`config.mk`:
```
export PLATFORM = sky130hd
export DESIGN_NAME = bitwise_pipe_n
export DESIGN_NICKNAME = d
export VERILOG_FILES = /design/src/rtl/bitwise_pkg.sv /design/src/rtl/bitwise_pipe_n_pipe_stage.sv /design/src/rtl/bitwise_pipe_n.sv
export SDC_FILE = /design/constraint.sdc
export NUM_CORES = 1
export LEC_CHECK = 0
export CORE_MARGIN = 2
export CORE_UTILIZATION = 48
export CTS_BUF_LIST = sky130_fd_sc_hd__clkbuf_4 sky130_fd_sc_hd__clkbuf_8 sky130_fd_sc_hd__clkbuf_16
export CTS_CLUSTER_DIAMETER = 30
export DETAILED_ROUTE_END_ITERATION = 8
export PLACE_DENSITY_LB_ADDON = 0.2
export SLEW_MARGIN = 10
export SYNTH_ARGS = -nofsm -noshare
export SYNTH_HDL_FRONTEND = slang
export SYNTH_SLANG_ARGS = --single-unit
export TNS_END_PERCENT = 20
```
`constraint.sdc`:
```
create_clock -name clk -period 1.71 [get_ports clk]
set_input_delay 0.342 -clock clk [delete_from_list [all_inputs] [get_ports clk]]
set_output_delay 0.342 -clock clk [all_outputs]
set_load 0.02 [all_outputs]
```
`src/rtl/bitwise_pkg.sv`:
```
// Shared op encoding and the per-bit op evaluator for the bitwise pipe.
package bitwise_pkg;

  typedef enum logic [2:0] {
    OP_NOT  = 3'd0,
    OP_AND  = 3'd1,
    OP_OR   = 3'd2,
    OP_XOR  = 3'd3,
    OP_NAND = 3'd4,
    OP_NOR  = 3'd5,
    OP_XNOR = 3'd6,
    OP_PASS = 3'd7
  } op_e;

  // Single-bit evaluator; the top replicates it across every bit lane since
  // all ops are carry-free.
  function automatic logic apply_op(input op_e op, input logic a, input logic b);
    logic r;
    case (op)
      OP_NOT:  r = ~a;
      OP_AND:  r = a & b;
      OP_OR:   r = a | b;
      OP_XOR:  r = a ^ b;
      OP_NAND: r = ~(a & b);
      OP_NOR:  r = ~(a | b);
      OP_XNOR: r = ~(a ^ b);
      OP_PASS: r = a;
      default: r = a;
    endcase
    return r;
  endfunction

endpackage

```
`src/rtl/bitwise_pipe_n_pipe_stage.sv`:
```
// One elastic pipeline slot: valid + data register with load enable and
// async clear. Data only captures when a valid item arrives so idle
// operand wiggle never toggles the data flops.
module pipe_stage #(
  parameter int WIDTH = 16
) (
  input  logic             clk,
  input  logic             rst_n,
  input  logic             ld_en,
  input  logic             vld_i,
  input  logic [WIDTH-1:0] dat_i,
  output logic             vld_o,
  output logic [WIDTH-1:0] dat_o
);

  logic             vld_d, vld_q;
  logic [WIDTH-1:0] dat_d, dat_q;

  // Next state: take upstream valid on load, capture data only with a valid item.
  always_comb begin
    vld_d = vld_q;
    dat_d = dat_q;
    if (ld_en) begin
      vld_d = vld_i;
      if (vld_i) dat_d = dat_i;
    end
  end

  // Slot registers, cleared asynchronously so in-flight items are dropped.
  always_ff @(posedge clk or negedge rst_n) begin
    if (!rst_n) begin
      vld_q <= 1'b0;
      dat_q <= '0;
    end else begin
      vld_q <= vld_d;
      dat_q <= dat_d;
    end
  end

  assign vld_o = vld_q;
  assign dat_o = dat_q;

endmodule

```
`src/rtl/bitwise_pipe_n.sv`:
```
// Pipelined bitwise logic unit: op evaluated at the input, result carried
// through STAGES elastic slots under valid/ready, handoffs counted.
module bitwise_pipe_n
  import bitwise_pkg::*;
#(
  parameter int WIDTH  = 16,
  parameter int STAGES = 2,
  parameter int CNT_W  = 16
) (
  input  logic             clk,
  input  logic             rst_n,
  input  logic             in_valid,
  output logic             in_ready,
  input  logic [2:0]       in_op,
  input  logic [WIDTH-1:0] in_a,
  input  logic [WIDTH-1:0] in_b,
  output logic             out_valid,
  input  logic             out_ready,
  output logic [WIDTH-1:0] out_data,
  output logic [CNT_W-1:0] out_count
);

  // Index 0 is the input side, index STAGES is the output slot.
  logic [STAGES:0]            vld_pipe;
  logic [STAGES:0]            rdy;
  logic [STAGES:0][WIDTH-1:0] dat_pipe;

  op_e              op;
  logic [WIDTH-1:0] res;

  assign op = op_e'(in_op);

  for (genvar g = 0; g < WIDTH; g++) begin : g_lane
    assign res[g] = apply_op(op, in_a[g], in_b[g]);
  end

  assign vld_pipe[0] = in_valid;
  assign dat_pipe[0] = res;

  // Ready chain: a slot can take new data if it is empty or everything
  // downstream of it can move. Accumulated walking back from the output so
  // no signal reads itself.
  always_comb begin
    logic acc;
    acc         = out_ready;
    rdy         = '0;
    rdy[STAGES] = acc;
    for (int i = STAGES; i >= 1; i--) begin
      acc      = acc | ~vld_pipe[i];
      rdy[i-1] = acc;
    end
  end

  for (genvar s = 1; s <= STAGES; s++) begin : g_stage
    pipe_stage #(.WIDTH(WIDTH)) u_stage (
      .clk   (clk),
      .rst_n (rst_n),
      .ld_en (rdy[s-1]),
      .vld_i (vld_pipe[s-1]),
      .dat_i (dat_pipe[s-1]),
      .vld_o (vld_pipe[s]),
      .dat_o (dat_pipe[s])
    );
  end

  assign in_ready  = rdy[0];
  assign out_valid = vld_pipe[STAGES];
  assign out_data  = dat_pipe[STAGES];

  logic [CNT_W-1:0] cnt_d, cnt_q;

  // Count handoffs; wraps silently at the counter width.
  always_comb begin
    cnt_d = cnt_q;
    if (out_valid && out_ready) cnt_d = cnt_q + 1'b1;
  end

  // Handoff counter register.
  always_ff @(posedge clk or negedge rst_n) begin
    if (!rst_n) cnt_q <= '0;
    else        cnt_q <= cnt_d;
  end

  assign out_count = cnt_q;

endmodule

```
Word level (Yosys, flattened, before mapping). Index checks and enable logic that the tools add are counted.

Equal/unequal tests: 7. Add/subtract/negate cells: 1. Mux-type cells: 16. Bitwise gates (word level): 116. Reduce and logical (&&, ||, !) cells: 4.

Operators by type and width (number): case mux 1 bit (8 select lines) (16); NOT 1 bit (66); bitwise OR 1 bit (18); adder 16 x 1 -> 16 bit (second input constant) (1); bitwise AND 1 bit (16); XOR 1 bit (16); equality test 3 bit (second input constant) (4); equality test 3 x 2 -> 1 bit (second input constant) (2); AND reduction 2 bit (2); equality test 3 x 1 -> 1 bit (second input constant) (1); logical NOT 3 bit (1); logical AND 1 bit (1).

Register bits after elaboration: 50. Input port bits: 39. Output and inout bits: 34.

Longest topological paths before layout.
Word-level depth: 4. Gate-level depth with buffers: 7. Mapped depth without buffers: 6.

By module. Synthesis repeated with hierarchy kept, for this count alone.

Cell total of the unflattened synthesis: 373. Area total of the unflattened synthesis: 3853.7 µm².

By module, submodules not included: bitwise_pipe_n (instances 1, area each 2504.9 µm², cells each 299); pipe_stage (instances 2, area each 674.4 µm², cells each 37).

Least setup slack after synthesis. OpenSTA, ideal clock, no wires.

Path kind: input to register. From: in in_a[4]. To: reg g_stage[1].u_stage.dat_q[4]. Slack: 0.243 ns. Data required time: 1.589 ns. Cell stages on the path: 6. Buffers on the path: 0. Data arrival time: 1.346 ns. Setup time: 0.121 ns. Path through: inv_1 ha_1 mux2_2 o311ai_1 o221ai_1 a22o_1.

Cells in the longest elaborated chain, start to end: 3. Elaborated cells on any way between the ends: 8. Those cells by class: mux: 1; bitwise: 7.

RTL lines: from (decl) (RTL line bitwise_pipe_n.sv:15) `input logic [WIDTH-1:0] in_a,`; XOR 1 bit (tied with other cells) (RTL line bitwise_pkg.sv:23, bitwise_pkg.sv:26); NOT 1 bit (on tied branches) (RTL line bitwise_pkg.sv:26, bitwise_pkg.sv:24, bitwise_pkg.sv:25); case mux 1 bit (8 select lines) * (RTL line bitwise_pkg.sv:19) `case (op)`; to (signal assigned) (RTL line bitwise_pipe_n_pipe_stage.sv:36) `dat_q <= dat_d;`; to (decl) (RTL line bitwise_pipe_n_pipe_stage.sv:17) `logic [WIDTH-1:0] dat_d, dat_q;`.

Every way passes the cells marked *; elsewhere a longest branch is shown, timed or not. A chain may end at the register's enable or synchronous reset.

Final worst setup path.
From: in in_a[15]. To: reg g_stage[1].u_stage.dat_q[15].

The elaborated chain is that of the path after synthesis.

==> results.json <==
{
  "status": "complete, no violations",
  "setup_slack_ns": 0.0197,
  "finalHoldViolCount": 0,
  "synth.ff_latch_count": 50,
  "cts_htree_levels": 2,
  "ff2ff_path_depth": 6,
  "synth_top_cell_by_area": "dfrtp_1",
  "grt_max_degree": 51,
  "core_area_um2": 7610,
  "grt.total_usage_pct": 20.3,
  "synth_nets": 475,
  "rows": 32,
  "syn_avg_cell_area_um2": 9.19,
  "clockBufferDepth": 2,
  "die_h_um": 91.8,
  "rrSetupSlack_ns": 0.30,
  "fillers": 658,
  "netlist_instances": 403,
  "power_density_nw_per_um2": 819,
  "cts-buffers-inserted": 5,
  "end_kind": "flop",
  "finalSetupViolCount": 0,
  "synth.distinct_cells": 49,
  "tightest_slew_ns": 0.375,
  "clock-sinks": 50,
  "drtIter0Drc": 135,
  "die_w_um": 91.8,
  "grt_pass1_wl_um": 14100,
  "routed_via_density": 5.35,
  "antenna_found_initial": 0,
  "synth.area.top_cells": "dfrtp_1 (34%), ha_1 (11%), nand2_1 (5.2%)",
  "fin_crit_sh_pct": 98.8,
  "drc": 0,
  "cts.clk_slew.worst_paths_ns": 0.09,
  "wl_per_cell_um": 14.0,
  "period_minus_slack_ns": 1.69,
  "drive_gt1_share_pct": 16.3,
  "synth_flop_cell": "dfrtp_1",
  "totalPowerFinal_uw": 3990,
  "dpl.hpwl_um": 6440,
  "yosysSeqAreaShare_pct": 33.8,
  "clkLatencyLatePin_ns": 0.30,
  "synth.cell_area_um2": 3700,
  "hp-class": "in -> async",
  "drv_cap": 0,
  "p_leak_uw": 0.00230,
  "relSlewSlack_pct": 75.0,
  "cts_tree": "yes",
  "reg2reg_from": "g_stage[1].u_stage.vld_o",
  "wl_um": 8290,
  "multi_input_area_um2": 2090,
  "ys_warn_count": 0,
  "die_area_um2": 8430,
  "route.vias.total": 3167,
  "cp_data_required_time_ns": 1.94,
  "most-common-layout-cells": "clkdlybuf4s50_1 (54), nand2_1 (51), dfrtp_1 (50)",
  "grt_pass1_vias": 3045,
  "worst_ep_arrival_time_ns": 1.92,
  "critPathMaxFanout": 2,
  "final_common_cell": "clkdlybuf4s50_1",
  "nets": 561,
  "worstSetupPathType": "in -> reg",
  "initial_core_util_pct": 48.7,
  "gp_congestion": 0.849,
  "pre_cts_slack_ns": -0.326,
  "io_pins": 73,
  "rsz0062_at_grt": "true",
  "gr-total-overflow": 0,
  "area_growth_pct": 31.4,
  "async_flop_share_pct": 100,
  "fin_skew_ns": 0.00882,
  "max-vdd-ir-drop_uv": 501,
  "slew_violations": 0,
  "start_kind": "input port",
  "drtAntennaViolNets": 0,
  "clock-root-buffer": "clkbuf_8",
  "register_area_um2": 1250,
  "synth_edf_count": 0,
  "first_pass_iters": 4,
  "r2r-end": "g_stage[1].u_stage.dat_o[13]",
  "portBuffers": 72,
  "fmax_mhz": 592,
  "synth_top_area_share_pct": 33.8,
  "n_antenna_cell": 0
}
[area by class of cell]
| cell class | count | area share [%] |
|---|---|---|
| sequential | 50 | 25.7 |
| tap | 102 | 2.62 |
| clock buffer | 5 | 1.41 |
| multi-input combinational | 277 | 42.9 |
| inverter | 35 | 2.70 |
| clock inverter | 3 | 0.926 |
| timing repair buffer | 120 | 23.7 |
[per-stage QoR]
step | instance area (um^2) | util, % | TNS (ns) | std cells | hold WS, ns
after floorplan | 3700 | - | 0 | 403 | 0.0464
after global placement | 4690 | 61.6 | -4.80 | 584 | 0.351
after detailed placement | 4690 | 61.6 | -5.22 | 584 | 0.350
after CTS | 4800 | 63.1 | -0.0425 | 592 | 0.0216
after global routing | 4860 | 63.9 | -0.0627 | 592 | 0.0287
final | 4860 | 63.9 | 0 | 592 | 0.00965
[worst max-delay path, stage by stage]
cell,delay [ns]
clkdlybuf4s50_1,0.47
inv_1,0.05
ha_1,0.30
or2_2,0.28
a311oi_1,0.25
a221oi_1,0.09
o21ai_1,0.14
[worst max path at each step]
| stage | end | cells past startpoint | slack [ns] | from |
|---|---|---|---|---|
| 5_1_grt | g_stage[1].u_stage.dat_o[15] | 7 | -0.06 | in_a[15] |
| 3_5_place_dp | in_ready | 3 | -0.33 | out_ready |
| 6_report | g_stage[1].u_stage.dat_o[15] | 7 | 0.02 | in_a[15] |
| 3_3_place_gp | in_ready | 3 | -0.33 | out_ready |
| 4_1_cts | in_ready | 3 | -0.04 | out_ready |
| 2_1_floorplan | g_stage[1].u_stage.dat_o[4] | 6 | 0.24 | in_a[4] |
[logic make-up after synthesis]
family,after synthesis,share of synthesized area [%]
flops,50,33.8
xor+xnor,15,3.55
simple gates,115,16.2
buf+inv,76,11.0
compound gates,86,16.1
fa+ha+maj,33,11.1
mux,28,8.18
[Yosys cell counts, types with 2 or more instances]
master,number
a211oi_1,7
a21oi_1,8
a221oi_1,9
a22o_1,6
a311o_1,5
a31oi_1,6
and3_1,3
and3b_1,3
and4_1,2
buf_2,10
buf_4,21
buf_6,4
clkbuf_1,6
dfrtp_1,50
ha_1,33
inv_1,32
inv_2,3
mux2_1,10
mux2_2,8
mux2i_1,10
nand2_1,51
nand2b_1,4
nand3_1,11
nand4_1,9
nor2_1,7
nor2b_1,10
nor3_1,6
o211ai_1,3
o21ai_0,14
o21ai_1,10
o22ai_1,5
o2bb2ai_1,3
o32ai_1,5
xnor2_1,13
xor2_1,2
[layer usage]
| layer | vias up | global-route usage [%] | part of all wire (%) |
|---|---|---|---|
| met2 | 72 | 31.7 | 46 |
| met4 | 0 | 5.72 | 1.1 |
| met1 | 1499 | 29.8 | 49 |
| met3 | 6 | 2.30 | 3.6 |
| met5 | - | 0 | 0 |
| li1 | 1590 | - | - |
[flip-flops by register name (all words and copies together) (netlist names)]
name,flops
g_stage.u_stage.vld_o,2
g_stage.u_stage.dat_o,32
out_count,16
[report_power, final]
part	total, uW	switching [uW]	internal (uW)
combinational	1520	745	773
clock	828	393	435
sequential	1640	207	1430
[timing repair]
action,4_1_cts,5_1_grt
setup buffers,0,0
setup endpoints to repair,8,19
hold buffers,0,0
pin swaps,0,5
gates cloned,0,0
resized for setup,9,19
No activity file was read; power rests on OpenSTA's default activity.
